<file path="config.mk">
export PLATFORM = sky130hd
export DESIGN_NAME = vga_timing_gen_param
export DESIGN_NICKNAME = d
export VERILOG_FILES = /design/src/rtl/vga_timing_gen_param.sv
export SDC_FILE = /design/constraint.sdc
export NUM_CORES = 1
export LEC_CHECK = 0
export ABC_AREA = 1
export BUFFER_PORTS_ARGS = -buffer_cell sky130_fd_sc_hd__buf_2
export CAP_MARGIN = 20
export CORE_MARGIN = 2
export CORE_UTILIZATION = 25
export CTS_CLUSTER_DIAMETER = 60
export CTS_CLUSTER_SIZE = 20
export DETAILED_ROUTE_END_ITERATION = 16
export GPL_ROUTABILITY_DRIVEN = 0
export PLACE_DENSITY = 0.4
export SLEW_MARGIN = 20
export SYNTH_ARGS = -nofsm -noshare
export SYNTH_HDL_FRONTEND = slang
export SYNTH_SLANG_ARGS = --single-unit
</file>
<file path="constraint.sdc">
create_clock -name pixel_clock -period 1.96 [get_ports pixel_clock]
set_input_delay 0.196 -clock pixel_clock [delete_from_list [all_inputs] [get_ports pixel_clock]]
set_output_delay 0.196 -clock pixel_clock [all_outputs]
set_load 0.005 [all_outputs]
</file>
<file path="src/rtl/vga_timing_gen_param.sv">
// vga_timing_gen_param
// Parametrised raster timing generator. Free-running pixel/line counters
// advance on pixel_clock whenever pix_en is high. Sync, blank and the
// line/frame start strobes are decoded from the counters and then delayed
// PIPE_DLY enabled cycles so they line up with downstream pixel pipelines.
//
// Ports:
//   pixel_clock   in   rising-edge clock for all logic
//   reset         in   synchronous active-high reset (priority over pix_en)
//   pix_en        in   pixel advance enable; low freezes the whole block
//   pixel_count   out  current pixel in line, 0..H_TOTAL-1
//   line_count    out  current line in frame, 0..V_TOTAL-1
//   subchar_pixel out  pixel position inside a character cell
//   subchar_line  out  line position inside a character cell
//   char_column   out  character column (low 7 bits)
//   char_line     out  character row (low 7 bits)
//   h_synch       out  horizontal sync, delayed PIPE_DLY cycles
//   v_synch       out  vertical sync, delayed PIPE_DLY cycles
//   blank         out  high outside the active area, delayed PIPE_DLY cycles
//   line_start    out  pulse at pixel 0 of each line, delayed PIPE_DLY cycles
//   frame_start   out  pulse at pixel 0 of line 0, delayed PIPE_DLY cycles
module vga_timing_gen_param #(
  parameter int H_ACTIVE    = 800,
  parameter int H_FP        = 40,
  parameter int H_SYNC      = 128,
  parameter int H_BP        = 88,
  parameter int V_ACTIVE    = 600,
  parameter int V_FP        = 1,
  parameter int V_SYNC      = 4,
  parameter int V_BP        = 23,
  parameter int H_POL       = 1,
  parameter int V_POL       = 1,
  parameter int CHAR_W_LOG2 = 3,
  parameter int CHAR_H_LOG2 = 3,
  parameter int PIPE_DLY    = 1,
  parameter int HW          = 11,
  parameter int VW          = 10
) (
  input  logic                   pixel_clock,
  input  logic                   reset,
  input  logic                   pix_en,
  output logic [HW-1:0]          pixel_count,
  output logic [VW-1:0]          line_count,
  output logic [CHAR_W_LOG2-1:0] subchar_pixel,
  output logic [CHAR_H_LOG2-1:0] subchar_line,
  output logic [6:0]             char_column,
  output logic [6:0]             char_line,
  output logic                   h_synch,
  output logic                   v_synch,
  output logic                   blank,
  output logic                   line_start,
  output logic                   frame_start
);

  localparam int H_TOTAL = H_ACTIVE + H_FP + H_SYNC + H_BP;
  localparam int V_TOTAL = V_ACTIVE + V_FP + V_SYNC + V_BP;

  // Elaboration-time sanity checks on the configuration.
  if (H_TOTAL > (1 << HW)) begin : g_hw_too_small
    $error("vga_timing_gen_param: H_TOTAL does not fit in HW bits");
  end
  if (V_TOTAL > (1 << VW)) begin : g_vw_too_small
    $error("vga_timing_gen_param: V_TOTAL does not fit in VW bits");
  end
  if ((PIPE_DLY < 1) || (PIPE_DLY > 8)) begin : g_bad_dly
    $error("vga_timing_gen_param: PIPE_DLY must be 1..8");
  end

  // Inclusive end points keep every constant below the total, so they always fit.
  localparam logic [HW-1:0] H_LAST    = HW'(H_TOTAL - 1);
  localparam logic [HW-1:0] H_ACT     = HW'(H_ACTIVE);
  localparam logic [HW-1:0] H_SS      = HW'(H_ACTIVE + H_FP);
  localparam logic [HW-1:0] H_SE      = HW'(H_ACTIVE + H_FP + H_SYNC - 1);
  localparam logic [HW-1:0] H_ONE     = HW'(1);
  localparam logic [HW-1:0] H_ZERO    = HW'(0);
  localparam logic [VW-1:0] V_LAST    = VW'(V_TOTAL - 1);
  localparam logic [VW-1:0] V_ACT     = VW'(V_ACTIVE);
  localparam logic [VW-1:0] V_SS      = VW'(V_ACTIVE + V_FP);
  localparam logic [VW-1:0] V_SE      = VW'(V_ACTIVE + V_FP + V_SYNC - 1);
  localparam logic [VW-1:0] V_ONE     = VW'(1);
  localparam logic [VW-1:0] V_ZERO    = VW'(0);

  localparam logic HS_ON  = (H_POL != 0) ? 1'b1 : 1'b0;
  localparam logic HS_OFF = ~HS_ON;
  localparam logic VS_ON  = (V_POL != 0) ? 1'b1 : 1'b0;
  localparam logic VS_OFF = ~VS_ON;

  // Pipeline word layout: {hsync, vsync, blank, line_start, frame_start}.
  localparam logic [4:0] PIPE_RST = {HS_OFF, VS_OFF, 1'b1, 1'b0, 1'b0};

  logic [HW-1:0] r_pixel_count;
  logic [VW-1:0] r_line_count;
  logic [4:0]    r_pipe [PIPE_DLY];

  logic          w_hs_act;
  logic          w_vs_act;
  logic          w_blank;
  logic          w_line_start;
  logic          w_frame_start;
  logic [4:0]    w_dec;

  // Decode timing signals from the current counter value.
  always_comb begin
    w_hs_act      = (r_pixel_count >= H_SS) && (r_pixel_count <= H_SE);
    w_vs_act      = (r_line_count >= V_SS) && (r_line_count <= V_SE);
    w_blank       = (r_pixel_count >= H_ACT) || (r_line_count >= V_ACT);
    w_line_start  = (r_pixel_count == H_ZERO);
    w_frame_start = (r_pixel_count == H_ZERO) && (r_line_count == V_ZERO);
    w_dec         = {(w_hs_act ? HS_ON : HS_OFF),
                     (w_vs_act ? VS_ON : VS_OFF),
                     w_blank, w_line_start, w_frame_start};
  end

  // Counters and the decode delay chain; everything holds while pix_en is low.
  always_ff @(posedge pixel_clock) begin
    if (reset) begin
      r_pixel_count <= H_ZERO;
      r_line_count  <= V_ZERO;
      for (int i = 0; i < PIPE_DLY; i++) begin
        r_pipe[i] <= PIPE_RST;
      end
    end else if (pix_en) begin
      if (r_pixel_count == H_LAST) begin
        r_pixel_count <= H_ZERO;
        if (r_line_count == V_LAST) begin
          r_line_count <= V_ZERO;
        end else begin
          r_line_count <= r_line_count + V_ONE;
        end
      end else begin
        r_pixel_count <= r_pixel_count + H_ONE;
      end
      r_pipe[0] <= w_dec;
      for (int i = 1; i < PIPE_DLY; i++) begin
        r_pipe[i] <= r_pipe[i-1];
      end
    end
  end

  assign pixel_count   = r_pixel_count;
  assign line_count    = r_line_count;
  // Character fields are plain slices of the registered counters (no extra latency).
  assign subchar_pixel = CHAR_W_LOG2'(r_pixel_count);
  assign subchar_line  = CHAR_H_LOG2'(r_line_count);
  assign char_column   = 7'(r_pixel_count >> CHAR_W_LOG2);
  assign char_line     = 7'(r_line_count >> CHAR_H_LOG2);

  assign h_synch       = r_pipe[PIPE_DLY-1][4];
  assign v_synch       = r_pipe[PIPE_DLY-1][3];
  assign blank         = r_pipe[PIPE_DLY-1][2];
  assign line_start    = r_pipe[PIPE_DLY-1][1];
  assign frame_start   = r_pipe[PIPE_DLY-1][0];

endmodule

</file>
==> impl_metrics.csv, run 1 <==
group,metric,value,unit
global_route,grtUsageTotal,0.122,
detailed_routing,dr_wl_met3,137,um
floorplanning,initial_core_util,0.260,
yosys,ys_ff_latch,26,
clock_network,worstSkewPairLatency,280,ps
detailed_routing,vias,1526,
floorplanning,die_h,88.2,um
clock_network,clockBufferDepth,2,
timing,report.final.slew_viol_count,0,
power_and_ir_drop,irDropWorstVdd,0.216,mV
yosys,yosysTopAreaCell,"dfxtp_1",
clock_network,clk_pin_slew,110,ps
timing,rsz0062_at_grt,"false",
yosys,yosys-top-cells-area,"dfxtp_1 (24%), nand2_1 (9.3%), buf_4 (8.5%)",
setup_path,crit_fanout,10,
yosys,synth_ff_type,"dfxtp_1",
global_route,grt_max_degree,16,
clock_network,cts_buffers,3,
timing,min_period_over_period,0.862,
finish,final_util,0.300,
floorplanning,fp.dieW,88.2,um
placed_design,portBuffers,48,
setup_path,worstPathRequired,2140,ps
setup_path,end_kind,"register",
yosys,ys_warn_count,0,
clock_network,cts_max_level,1,
timing,skew,11.7,ps
detailed_routing,drt_pass1_iterations,4,
clock_network,root_buffer,"clkbuf_8",
clock_network,clock_sinks,26,
detailed_routing,wl_per_cell,12.3,um
finish,nets,277,
timing,max_freq,0.592,GHz
setup_path,worstPathCellList,"ha_1 -> nand2_1 -> nor2_8 -> nand2_8 -> nand2_4 -> inv_1 -> nand2_1 -> nand2_1",
yosys,synth.most_common_cell,"nand2_1",
finish,drive_gt1_frac,0.277,
detailed_routing,wl,4.48,mm
yosys,synth_top_area_share,0.237,
yosys,syn_inst,236,
setup_path,critical_path_class,"reg -> reg",
clock_network,tritoncts,"yes",
global_route,grt_pass1_wl,7.30,mm
yosys,yosys-top-cells-count,"nand2_1 (44), inv_1 (32), nor2_1 (28), dfxtp_1 (21), buf_4 (20)",
power_and_ir_drop,p_per_area,529,nW/um^2
setup_path,critPathBufInv,1,
power_and_ir_drop,p_leak,1.04,nW
setup_path,r2r_slack,270,ps
clock_network,post_cts_resized,0,
placed_design,dp_hpwl,3.53,mm
clock_network,hold_buffers,0,
setup_path,cp-start-kind,"register",
setup_path,cpPeakStageDelay,460,ps
global_route,grt_pass1_vias,1441,
detailed_routing,wirelength_met1,2.32,mm
setup_path,crit_family,"simple AND/OR/NAND/NOR gates",
yosys,syn_area_per_cell,7.51,sq um
clock_network,post-cts-setup-buffers,0,
detailed_routing,viasPerCell,4.20,
yosys,synth_cell_type_count,27,
timing,finalSetupViolCount,0,
global_route,antenna_found_initial,0,
detailed_routing,route.antenna.remaining_nets,0,
yosys,ys_seq_area_frac,0.322,
yosys,synth_edf_count,5,
detailed_routing,first_iter_violations,81,
timing,hold_viol,0,
global_route,overflow,0,
timing,slew_headroom,0.745,
floorplanning,io-pin-count,49,
floorplanning,die_area,7780,sq um
detailed_routing,drc,0,
timing,setup_tns,0,ps
setup_path,slowest_stage,"dfxtp_1",
timing,worst_pin_slew,380,ps
timing,finalCriticalPeriod,1690,ps
run,cap_violations,0,
finish,antennaDiodeCount,0,
setup_path,cp_common_cell,"nand2_1",
yosys,ys_async_sr_fraction,0,
yosys,syn_area,1770,sq um
outcome,outcome,"complete, no violations",
detailed_routing,met2_length,1.97,mm
floorplanning,core,6830,sq um
hold_path,hold_path_class,"in -> reg",
floorplanning,rows,30,
setup_path,cp.arrival,1870,ps
yosys,syn-num-nets,245,
detailed_routing,dr.max_layer_used,"met4",
finish,area_delta_synth_final,15.6,%
==> report_power, final <==
part	total, mW	switching, mW	internal (mW)
clock network	0.465	0.191	0.274
registers	0.563	0.00799	0.555
logic	0.0554	0.0350	0.0204
==> placed cells by master, fill, tap and decap left out <==
master	netlist	routed
ha_1	6	6
a21oi_1	5	5
nor2_8	3	3
buf_4	20	1
nand3_2	3	3
o21bai_1	1	1
o21ai_2	2	2
edfxtp_1	5	5
nor3_1	8	8
bufinv_16	0	1
nor2_4	3	3
nand3_1	19	19
o211a_1	1	1
nor2_1	28	28
nor2_2	3	3
nand2_4	3	3
buf_2	1	48
o21bai_2	3	3
dfxtp_1	21	21
nand2_1	44	44
xor2_1	4	4
nand4_1	10	10
nand2_8	1	1
o31ai_1	1	1
inv_1	32	32
clkbuf_8	0	3
o21ai_0	7	7
o2111ai_1	1	1
==> kinds of logic (layout without fill, tap and decap cells) <==
logic type,Yosys count,count (layout),share of synthesized area
compound gates,21,21,0.0819
xor+xnor,4,4,0.0198
fa+ha+maj,6,6,0.0423
buf+inv,54,85,0.159
flops,26,26,0.322
simple gates,125,125,0.375
==> path summary, 6_finish.rpt <==
check,from,cells past startpoint,to
worst max-delay path,pixel_count[1]$_SDFFE_PP0P_,8,line_count[9]$_SDFFE_PP0P_
worst min-delay path,reset,2,pixel_count[9]$_SDFFE_PP0P_
worst max register to register,pixel_count[1]$_SDFFE_PP0P_,8,line_count[9]$_SDFFE_PP0P_
worst min register to register,line_count[9]$_SDFFE_PP0P_,2,line_count[9]$_SDFFE_PP0P_
==> stage by stage <==
step / instances / total power [mW] / area, sq um / hold WS (ps) / setup slack [ps]
5_1_grt: 363 / 1.13 / 2050 / 190 / 154
4_1_cts: 363 / 1.10 / 2050 / 191 / 247
6_report: 363 / 1.08 / 2050 / 199 / 270
2_1_floorplan: 236 / 0.609 / 1770 / 385 / 487
3_3_place_gp: 359 / 0.633 / 1980 / 501 / 248
3_5_place_dp: 359 / 0.633 / 1980 / 501 / 273
==> area by class of cell <==
cell class,count,area (sq um)
fill,796,4780
multi-input combinational,156,920
sequential,26,571
timing repair buffer,49,248
inverter,32,120
tap,96,120
clock buffer,3,41.3
clock inverter,1,30.0
==> metal layers <==
| layer | vias up | global-route usage |
|---|---|---|
| met5 | - | 0 |
| met4 | 0 | 0.0413 |
| met3 | 4 | 0.0149 |
| met2 | 26 | 0.187 |
| met1 | 689 | 0.177 |
| li1 | 807 | - |
==> flip-flops by register name, indices dropped and copies added, names as in the netlist <==
register and count:
line_count 10, r_pipe 5, pixel_count 11
(Power assumes the default switching activity.)
==> run 2: changes to the inputs <==
BUFFER_PORTS_ARGS = -buffer_cell sky130_fd_sc_hd__buf_4   (was -buffer_cell sky130_fd_sc_hd__buf_2)
==> impl_metrics.csv, run 2 (synthesized netlist as in run 1, its figures left out) <==
group,metric,value,unit
outcome,outcome,"complete, no violations",
power_and_ir_drop,power_frac_comb,0.077,
placed_design,dp_slack,307,ps
clock_network,root_buffer,"clkbuf_8",
setup_path,crit_cells,6,
run,cap_violations,0,
clock_network,cts_max_level,1,
detailed_routing,drc,0,
setup_path,cp-start-kind,"register",
finish,final_util,0.318,
clock_network,cts_buffers,3,
setup_path,cp.arrival,1830,ps
detailed_routing,drt_pass1_iterations,4,
timing,worst_pin_slew,439,ps
detailed_routing,first_iter_violations,66,
clock_network,post-cts-setup-buffers,0,
timing,hold_viol,0,
setup_path,slowest_stage,"dfxtp_1",
floorplanning,fp.dieW,88.2,um
detailed_routing,wl_per_cell,12.8,um
setup_path,critical_path_class,"reg -> reg",
placed_design,dp_cells,363,
finish,nets,281,
setup_path,end_kind,"register",
detailed_routing,wl,4.68,mm
hold_path,hold_path_class,"in -> reg",
power_and_ir_drop,switching_share,0.241,
power_and_ir_drop,pwr-share-clk,0.342,
clock_network,hold_buffers,0,
timing,finalCriticalPeriod,1660,ps
finish,final_cell_mix,"buf_4 (53), nand2_1 (44), inv_1 (32)",
power_and_ir_drop,p_per_area,442,nW/um^2
floorplanning,die_h,88.2,um
timing,finalSetupViolCount,0,
power_and_ir_drop,p_int,729,uW
floorplanning,die_area,7780,sq um
timing,slew_headroom,0.705,
global_route,grt_pass1_wl,7.47,mm
hold_path,hold_path_depth,2,
floorplanning,core,6830,sq um
global_route,grt_max_degree,15,
setup_path,worstPathRequired,2130,ps
clock_network,worstSkewPairLatency,280,ps
clock_network,clk_pin_slew,100,ps
timing,hold_slack,152,ps
setup_path,crit_family,"flip-flops",
setup_path,critPathBufInv,1,
setup_path,worstPathCellList,"ha_1 -> inv_1 -> nor2_1 -> nand3_1 -> a21oi_1 -> a21oi_1",
timing,report.final.slew_viol_count,0,
timing,rsz0062_at_grt,"false",
detailed_routing,viasPerCell,4.24,
global_route,overflow,0,
placed_design,portBuffers,48,
timing,skew,3.51,ps
clock_network,tritoncts,"yes",
setup_path,rr_worst_depth,6,
global_route,grt_pass1_vias,1516,
power_and_ir_drop,irDropWorstVdd,0.221,mV
global_route,antenna_found_initial,0,
global_route,grtUsageTotal,0.123,
clock_network,post_cts_resized,0,
detailed_routing,vias,1557,
timing,max_freq,0.602,GHz
floorplanning,rows,30,
finish,antennaDiodeCount,0,
floorplanning,io-pin-count,49,
setup_path,crit_fanout,8,
timing,setup_slack,299,ps
clock_network,clockBufferDepth,2,
finish,drive_gt1_frac,0.284,
power_and_ir_drop,p_seq_frac,0.582,
setup_path,cp_common_cell,"a21oi_1",
detailed_routing,route.antenna.remaining_nets,0,
finish,largest_reg_flops,11,
power_and_ir_drop,netSwitchingPower,232,uW
finish,area_delta_synth_final,22.6,%
placed_design,dp_hpwl,3.68,mm
setup_path,cpPeakStageDelay,500,ps
clock_network,clock_sinks,26,
timing,setup_tns,0,ps
finish,final_area,2170,sq um
floorplanning,initial_core_util,0.260,
finish,layoutNonFillerInstCount,367,
finish,mostFrequentLayoutCell,"buf_4",
timing,min_period_over_period,0.848,
placed_design,placed_cell_area,2130,sq um
power_and_ir_drop,p_leak,1.05,nW
power_and_ir_drop,power,961,uW
## run 2: changes by cell type in the layout (fill, tap and decap cells not counted), sizes merged
cell	before	now
buf	49	53
clkinv	0	1
bufinv	1	0
## run 2: area by class of cell
type | instances | area (sq um)
clock buffer | 3 | 41.3
clock inverter | 1 | 3.75
fill | 766 | 4660
inverter | 32 | 120
multi-input combinational | 156 | 920
sequential | 26 | 571
tap | 96 | 120
timing repair buffer | 53 | 398
## run 2: path summary, 6_finish.rpt
kind | from | end | slack [ps]
hold reg to reg | line_count[9]$_SDFFE_PP0P_ | line_count[9]$_SDFFE_PP0P_ | 560
setup reg to reg | line_count[0]$_SDFFE_PP0P_ | line_count[5]$_SDFFE_PP0P_ | 300
setup / recovery | line_count[0]$_SDFFE_PP0P_ | line_count[5]$_SDFFE_PP0P_ | 300
hold / removal | reset | pixel_count[9]$_SDFFE_PP0P_ | 150
## run 2: power groups by stage
stage / clock network, mW / logic (mW) / registers [mW]
6_report: 0.328 / 0.0736 / 0.559
4_1_cts: 0.345 / 0.0748 / 0.560
3_3_place_gp: 0 / 0.0736 / 0.572
2_1_floorplan: 0 / 0.0328 / 0.576
5_1_grt: 0.365 / 0.0812 / 0.561
3_5_place_dp: 0 / 0.0747 / 0.572
## run 2: per-layer routing
layer  track usage  share of wire  up-vias
li1              -              -      816
met1         0.175           0.51      707
met2         0.192           0.44       29
met3        0.0149          0.033        5
met4        0.0413          0.013        0
met5             0              0        -
